### src/rtl/dct_pkg.sv
// Shared types and defaults for the loadable down-count timer.
// Optional prescaler is enabled with the DCT_PRESCALE_EN macro.
package dct_pkg;

  typedef enum logic [1:0] {
    IDLE    = 2'd0,
    RUN     = 2'd1,
    EXPIRED = 2'd2
  } dct_state_e;

  localparam int DCT_WIDTH    = 4;
  localparam int DCT_PRESCALE = 4;

  function automatic int dct_cnt_w(input int prescale);
    return (prescale > 1) ? $clog2(prescale) : 1;
  endfunction

endpackage

### src/rtl/dct_prescaler.sv
// Tick generator: one tick every PRESCALE enabled cycles.
// Built only when DCT_PRESCALE_EN is defined.
module dct_prescaler
  import dct_pkg::*;
#(
  parameter int PRESCALE = DCT_PRESCALE
) (
  input  logic clk,
  input  logic reset,
  input  logic clr,
  input  logic en_i,
  output logic tick_o
);

  localparam int CW = dct_cnt_w(PRESCALE);
  localparam logic [CW-1:0] LAST = CW'(PRESCALE - 1);

  logic [CW-1:0] cnt_q;
  logic [CW-1:0] cnt_d;

  assign tick_o = en_i && (cnt_q == LAST);

  always_comb begin
    cnt_d = cnt_q;
    if (clr) begin
      cnt_d = '0;
    end else if (en_i) begin
      cnt_d = tick_o ? '0 : cnt_q + 1'b1;
    end
  end

  always_ff @(posedge clk) begin
    if (reset) begin
      cnt_q <= '0;
    end else begin
      cnt_q <= cnt_d;
    end
  end

endmodule

### src/rtl/down_count_timer.sv
// Loadable down-counter/timer with one-shot or auto-reload mode.
// Define DCT_PRESCALE_EN to divide the count tick by PRESCALE.
module down_count_timer
  import dct_pkg::*;
#(
  parameter int WIDTH    = DCT_WIDTH,
  parameter int PRESCALE = DCT_PRESCALE
) (
  input  logic             clk,
  input  logic             reset,
  input  logic             load,
  input  logic [WIDTH-1:0] load_val,
  input  logic             auto_reload,
  input  logic             en,
  input  logic             stop,
  output logic [WIDTH-1:0] q,
  output logic             busy,
  output logic             expired,
  output logic             tc_pulse
);

  localparam logic [WIDTH-1:0] ONE = {{(WIDTH-1){1'b0}}, 1'b1};

  generate
    if (PRESCALE < 1) begin : g_bad_prescale
      $error("PRESCALE must be >= 1");
    end
  endgenerate

  dct_state_e       state_q;
  dct_state_e       state_d;
  logic [WIDTH-1:0] q_q;
  logic [WIDTH-1:0] q_d;
  logic [WIDTH-1:0] reload_q;
  logic [WIDTH-1:0] reload_d;
  logic             mode_q;
  logic             mode_d;
  logic             tc_q;
  logic             tc_d;
  logic             tick;

`ifdef DCT_PRESCALE_EN
  dct_prescaler #(
    .PRESCALE (PRESCALE)
  ) u_prescaler (
    .clk    (clk),
    .reset  (reset),
    .clr    (load | stop),
    .en_i   (en && (state_q == RUN)),
    .tick_o (tick)
  );
`else
  assign tick = en;
`endif

  always_comb begin
    state_d  = state_q;
    q_d      = q_q;
    reload_d = reload_q;
    mode_d   = mode_q;
    tc_d     = 1'b0;
    if (load) begin
      q_d      = load_val;
      reload_d = load_val;
      mode_d   = auto_reload;
      state_d  = (load_val != '0) ? RUN : IDLE;
    end else if (stop) begin
      state_d = IDLE;
    end else if ((state_q == RUN) && tick) begin
      if (q_q > ONE) begin
        q_d = q_q - ONE;
      end else if (mode_q) begin
        q_d  = reload_q;
        tc_d = 1'b1;
      end else begin
        // terminal count; q parks at zero, never wraps
        q_d     = '0;
        state_d = EXPIRED;
        tc_d    = 1'b1;
      end
    end
  end

  always_ff @(posedge clk) begin
    if (reset) begin
      state_q  <= IDLE;
      q_q      <= '0;
      reload_q <= '0;
      mode_q   <= 1'b0;
      tc_q     <= 1'b0;
    end else begin
      state_q  <= state_d;
      q_q      <= q_d;
      reload_q <= reload_d;
      mode_q   <= mode_d;
      tc_q     <= tc_d;
    end
  end

  assign q        = q_q;
  assign busy     = (state_q == RUN);
  assign expired  = (state_q == EXPIRED);
  assign tc_pulse = tc_q;

endmodule
### config.mk
export PLATFORM = sky130hd
export DESIGN_NAME = down_count_timer
export DESIGN_NICKNAME = d
export VERILOG_FILES = /design/src/rtl/dct_pkg.sv /design/src/rtl/dct_prescaler.sv /design/src/rtl/down_count_timer.sv
export SDC_FILE = /design/constraint.sdc
export NUM_CORES = 1
export LEC_CHECK = 0
export CELL_PAD_IN_SITES_DETAIL_PLACEMENT = 1
export CELL_PAD_IN_SITES_GLOBAL_PLACEMENT = 1
export CORE_MARGIN = 2
export CORE_UTILIZATION = 30
export CTS_CLUSTER_SIZE = 10
export DETAILED_ROUTE_END_ITERATION = 6
export GPL_ROUTABILITY_DRIVEN = 0
export PLACE_DENSITY_LB_ADDON = 0.1
export SYNTH_ARGS = -nofsm -noshare
export SYNTH_HDL_FRONTEND = slang
export SYNTH_SLANG_ARGS = --single-unit
### constraint.sdc
create_clock -name clk -period 1.72 [get_ports clk]
set_clock_uncertainty 0.2 [all_clocks]
set_input_delay 0.344 -clock clk [delete_from_list [all_inputs] [get_ports clk]]
set_output_delay 0.344 -clock clk [all_outputs]
set_load 0.005 [all_outputs]
==> impl_metrics.ini <==
[die]
num_rows = 16
core_area_um2 = 1980
io_pins = 17
start_util = 0.321
die_height_um = 50.1
die_area_um2 = 2510
dieWidth_um = 50.1

[sta]
rsz0062_at_grt = yes
setup_violations = 1
fin_hold_ws_ns = 0.280
maxSlewViolCount = 0
fmax_mhz = 575
hold_viol_final = 0
fin_crit_ns = 1.74
worst_pin_slew_ns = 0.367
setup_ws_ns = -0.0200
tns_ns = -0.0200
final.period_utilization = 1.01
slew_headroom = 0.752

[worst_setup_path]
slowest_stage = or4b_4
cp_top_family = simple AND/OR/NAND/NOR gates
crit_chain = inv_4, ha_4, nor2_4, nor4_4, or4b_4, a21oi_2
critPathKind = flop to flop
critical_path.endpoint_type = flop
cp_max_fo = 5
worst-path-buf-inv = 1
slowest_delay_ns = 0.49
startpoint_type = flop
required_ns = 1.72
arrival_ns = 1.74

[cts]
hold_buffers = 0
path_clk_slew_ns = 0.08
clock_sinks = 12
cts_root_buffer = clkbuf_4
cts_buffers = 3
clk_latency_ns = 0.27
clk_path_buf_depth = 2
cts_tree = built
htreeDepth = 1

[global_route]
grt_usage = 0.171
grt_first_pass_wirelength_um = 3230
grt_pass1_vias = 710
grt_max_degree = 12
grt_overflow = 0
antenna_found_initial = 0

[detailed_routing]
wl_per_cell_um = 15.2
num_vias = 659
drt_iter0_markers = 8
drtAntennaViolNets = 0
drc = 0
viasPerCell = 4.95
drt-pass1-iter-count = 3
wl_um = 2020

[min_path]
hold_class = flop to flop

[run_status]
violations = setup timing
outcome = finished, violations left

[layout]
diodes = 0
syn2layout_area_growth_pct = 69.5
drive_gt1_frac = 0.434
layout.nets = 120

[logic_synthesis]
yosys_register_bits = 12
synth_cell_types = 33
synth_top_area_frac = 0.377
synth_cells = 70
syn_area_um2 = 637
ys_warn_count = 0
avgSynthCellArea_um2 = 9.10
synth_top_area_cell = dfxtp_1
ys_seq_area_frac = 0.377
synthesis.nets = 82
synth_area_leaders = dfxtp_1 38%, mux2i_1 7.9%, nor2_1 7.1%

[placement]
dp_hpwl_um = 1460
portBuffers = 16

[power]
p_leak_nw = 0.454
fin_total_pwr_mw = 0.728
ir_worst_vdd_mv = 0.485
pwr_density_cell_nw_per_um2 = 674

[run]
maxCapViolCount = 0
==> routing by layer <==
layer  part of all wire  routed length, um  GRT usage
met2               0.51               1040      0.296
met1               0.46                929      0.225
met5                  0                  0          0
met3              0.022                 45     0.0182
met4             0.0040                  8     0.0417
==> cell usage in the layout (no fill, tap or decap), types with 2 or more instances in the layout <==
| cell | Yosys | final |
|---|---|---|
| buf_4 | 0 | 19 |
| nor2_1 | 12 | 11 |
| clkdlybuf4s50_1 | 0 | 11 |
| dfxtp_1 | 12 | 6 |
| mux2i_1 | 5 | 5 |
| dlygate4sd2_1 | 0 | 4 |
| dfxtp_2 | 0 | 4 |
| a21oi_1 | 4 | 3 |
| nand2_1 | 3 | 3 |
| clkbuf_4 | 0 | 3 |
| inv_4 | 0 | 2 |
| nor2b_1 | 2 | 2 |
| or3_1 | 2 | 2 |
| a211oi_2 | 0 | 2 |
| ha_4 | 0 | 2 |
| dfxtp_4 | 0 | 2 |
==> cell families after synthesis <==
| group | after synthesis | share of synthesized area |
|---|---|---|
| AO/OA/AOI/OAI | 16 | 0.189 |
| flip-flops | 12 | 0.377 |
| adder cells (fa/ha/maj) | 2 | 0.0393 |
| AND/OR/NAND/NOR | 30 | 0.285 |
| buffers and inverters | 5 | 0.0314 |
| multiplexers | 5 | 0.0786 |
==> synthesized netlist by cell type <==
cell type   n
a211oi_1    2
ha_1        2
or4b_1      1
clkbuf_1    1
a31oi_1     1
and4b_1     1
a311oi_1    1
nand3_1     1
nor2b_1     2
nor3_1      1
or2_4       1
or3_1       2
dfxtp_1    12
nand3b_1    1
o21ai_1     1
o41ai_2     1
a41o_1      1
nor3b_2     1
o21ai_0     1
o31a_1      1
nor2_4      1
inv_1       3
o221ai_1    1
nand3b_2    1
nor4_2      1
o21a_1      1
a21oi_1     4
mux2i_1     5
nor2_1     12
nand2_1     3
buf_2       1
o41ai_1     1
nor4_1      1
==> power breakdown <==
part / total, mW / switching [mW] / internal, mW
Clock: 0.177 / 0.0957 / 0.0809
Combinational: 0.237 / 0.107 / 0.130
Sequential: 0.314 / 0.0188 / 0.296
Total: 0.728 / 0.222 / 0.506
==> sequential cells by signal, indices dropped and copies added (netlist names) <==
signal,flops
q,4
reload_q,4
mode_q,1
state_q,2
tc_pulse,1
==> worst paths after layout <==
| kind | startpoint | to | slack, ns | depth (start not counted) |
|---|---|---|---|---|
| hold / removal | reload_q[0]$_SDFFE_PP0P_ | reload_q[0]$_SDFFE_PP0P_ | 0.28 | 2 |
| hold reg to reg | reload_q[0]$_SDFFE_PP0P_ | reload_q[0]$_SDFFE_PP0P_ | 0.28 | 2 |
| setup / recovery | q[0]$_SDFFE_PP0P_ | state_q[0]$_SDFFE_PP0P_ | -0.02 | 6 |
| setup reg to reg | q[0]$_SDFFE_PP0P_ | state_q[0]$_SDFFE_PP0P_ | -0.02 | 6 |
==> through the flow <==
stage | instances | cell area [um2] | utilization | setup slack [ns]
after global routing | 133 | 1080 | 0.545 | -0.0691
final | 133 | 1080 | 0.545 | -0.0200
after CTS | 132 | 1010 | 0.512 | -0.0220
after detailed placement | 124 | 921 | 0.465 | -0.191
after floorplan | 70 | 638 | - | 0.00297
after global placement | 124 | 921 | 0.465 | -0.133
==> final cells by class <==
type	instances	area (um2)
clock buffers	3	22.5
fillers	222	902
inverters	3	16.3
multi-input cells	53	454
flip-flops and latches	12	253
well taps	27	33.8
repair buffers	35	300
==> worst min-delay path, cell delays in order, from the launching register on <==
cell and delay [ns]:
dfxtp_1 0.32, nand2_1 0.07, a21oi_1 0.05
==> what timing repair did <==
action                                  in CTS  in global routing
gates cloned                                 0                  0
endpoints found under the setup margin       9                  7
pin swaps                                    6                  7
gates resized for setup                     17                 13
setup buffers                                5                  1
endpoints found under the hold margin        0                  0
No activity file was read; power rests on OpenSTA's default activity.
==> RTL change (config.mk and constraints unchanged) <==
Change the package constant `DCT_WIDTH` from 4 to 6.
--- a/src/rtl/dct_pkg.sv
+++ b/src/rtl/dct_pkg.sv
@@ -8,7 +8,7 @@
     EXPIRED = 2'd2
   } dct_state_e;
 
-  localparam int DCT_WIDTH    = 4;
+  localparam int DCT_WIDTH    = 6;
   localparam int DCT_PRESCALE = 4;
 
   function automatic int dct_cnt_w(input int prescale);
Interface: changed (resized load_val and q); port bits go from 17 to 21. No check against the original RTL was run, so the function may have changed too.
==> RTL change against the original RTL <==
The run still ends with negative setup slack left; wire length increased by 54%; combinational power is 50% higher; sequential cell count grew 4; cell area grew 43%; count of clock-buffer cells in the layout up 1; maximum frequency decreased by 11%; power is 42% higher; setup slack got worse by 0.21 ns; utilization shrank 2.8 points; area after synthesis is 44% higher; critical endpoint is now q[1]; largest cell class unchanged.
==> RTL change: results (changes against the original RTL) <==
Layout
  • Number of antenna diodes: 0 (unchanged)
  • Nets: 173 (+44%)
  • Layout cells sized above 1: 43.7% (+0.27 points)
  • Number of fill cells: 354 (+59%)

Clock tree
  • Clock latency on the worst-skew pair: 0.29 ns (+0.02 ns)
  • Clock Tree Buf Depth: 2 (unchanged)
  • Clock transition at path regs: 0.11 ns (+0.03 ns)
  • Number of CTS-inserted buffers: 3 (unchanged)
  • CTS root buffer: clkbuf_4
  • Htree depth: 1 (unchanged)

Global routing
  • Global-route usage over all layers: 20.3% (+3.1 points)
  • Vias in the first global route: 1073 (+51%)
  • Largest net degree at the start of global routing: 10 (-2)
  • Global-route wire length before repair: 5.26 mm (+63%)
  • Antenna violations before repair: 0 (unchanged)

Worst hold path
  • Worst Hold Depth: 2 (unchanged)
  • Hold Path Class: flop to flop
  • Hold path endpoint: q[4]
  • Min-delay src: reload_q[4]

Power
  • P_leak: 0.677 nW (+49%)
  • VDD IR max: 305 uV (-37%)

Logic synthesis
  • Commonest cells post-synth: dfxtp_1, nor2_1, nand2_1
  • Syn Area/Cell: 9.02 sq um (-0.90%)
  • Synthesized net count: 116 (+41%)
  • Cell variety after synth: 42 (+27%)
  • Ys async rst share: 0% (unchanged)
  • Register area share after synthesis: 34.8% (-2.9 points)
  • Ys flop type: dfxtp_1
  • Total of warnings raised by yosys: 0 (unchanged)
  • Top cells by area, synth: dfxtp_1, mux2i_1, nor2_1, a41oi_2, nand4_1

Placed design
  • I/O Buffers: 20 (+4)
  • Post-detail-place hpwl: 2.35 mm (+61%)
  • Pre-CTS WS: -0.392 ns (-0.201 ns)
  • Placed cells: 180 (+45%)

Routing
  • Post-DR vias/cell: 5.35 (+8.0%)
  • TritonRoute pass-1 iters: 4 (+1)
  • Via count: 1022 (+55%)
  • DR iter-0 viols: 28 (+20)
  • WL per Instance: 16.3 microns (+7.1%)

Setup path
  • Reg2reg start: q[0]
  • R2R Path End: q[1]
  • R2R depth: 6 (unchanged)
  • Max Fanout on Critical Path: 5 (unchanged)
  • WP data arrival: 1.95 ns (+0.21 ns)

STA
  • Crit share post-route: 114% (+12 points)
  • Slew margin rel.: 74.6% (-0.63 points)
  • Post-route worst setup slack: -0.233 ns (-0.213 ns)
  • # setup viols final: 7 (+6)

Outcome
  • Violated checks: negative setup slack
  • Status: complete, but fails checks
[RTL change: cell count changes after synthesis, sizes merged, moves of 3 or more]
cell and delta:
buf +3, dfxtp +4, nand2 +5, nand4 +5
nor2 -3, or4 +4
[RTL change: worst max path at each step]
stage / start / end / slack, ns / depth (start not counted)
6_report: q[0] / q[1] / -0.23 / 6
4_1_cts: q[0] / q[0] / -0.18 / 7
2_1_floorplan: q[1] / q[0] / -0.14 / 7
5_1_grt: q[1] / q[2] / -0.26 / 7
3_5_place_dp: en / q[1] / -0.39 / 4
3_3_place_gp: load_val[3] / state_q[0] / -0.39 / 4
[RTL change: routing by layer]
metal,vias to the layer above,routed length [microns],track usage (%)
met4,0,38,7.14
met2,31,1530,33.0
li1,498,-,-
met1,489,1400,27.5
met3,4,142,2.40
met5,-,0,0
[RTL change: power by group]
group | total (mW) | internal [mW] | leakage [nW] | switching, mW
combinational | 0.356 | 0.208 | 0.519 | 0.148
sequential | 0.425 | 0.397 | 0.136 | 0.0286
clock | 0.254 | 0.129 | 0.0210 | 0.125
[RTL change: area by class of cell]
cell class | instances | share of cell area, %
multi-input combinational | 75 | 39.3
inverter | 5 | 1.54
sequential | 16 | 22.3
timing repair buffer | 58 | 31.9
clock buffer | 4 | 2.36
tap | 33 | 2.68
[RTL change: through the flow]
| step | cell area [sq um] | hold slack, ns | setup TNS [ns] |
|---|---|---|---|
| finish | 1540 | 0.273 | -1.04 |
| global route | 1540 | 0.312 | -1.49 |
| CTS | 1490 | 0.283 | -0.895 |
| detailed placement | 1380 | 0.268 | -3.85 |
| global placement | 1380 | 0.264 | -3.50 |
| floorplan | 940 | 0.246 | -0.605 |
[RTL change: critical path, cell delays in order (launching register included)]
cell and delay [ns]:
dfxtp_4 0.39, inv_4 0.04, ha_4 0.15, or2_4 0.23, and2_4 0.17, or4_4 0.51, a41oi_2 0.18
[RTL change: cells by family (layout without fill, tap and decap cells)]
family                   after synthesis  in the layout  share of synthesized area, %
AND/OR/NAND/NOR                       46             46                          31.3
flip-flops                            16             16                          34.8
multiplexers                           6              6                          6.53
XOR/XNOR                               1              1                         0.953
buffers and inverters                 11             67                          5.58
AO/OA/AOI/OAI                         20             20                          18.1
adder cells (fa/ha/maj)                2              2                          2.72
[RTL change: what timing repair did]
item | in CTS | in global routing
resized for setup | 22 | 9
buffers inserted | 5 | 3
pin swaps | 4 | 7
hold buffers | 0 | 0
endpoints found under the setup margin | 15 | 9
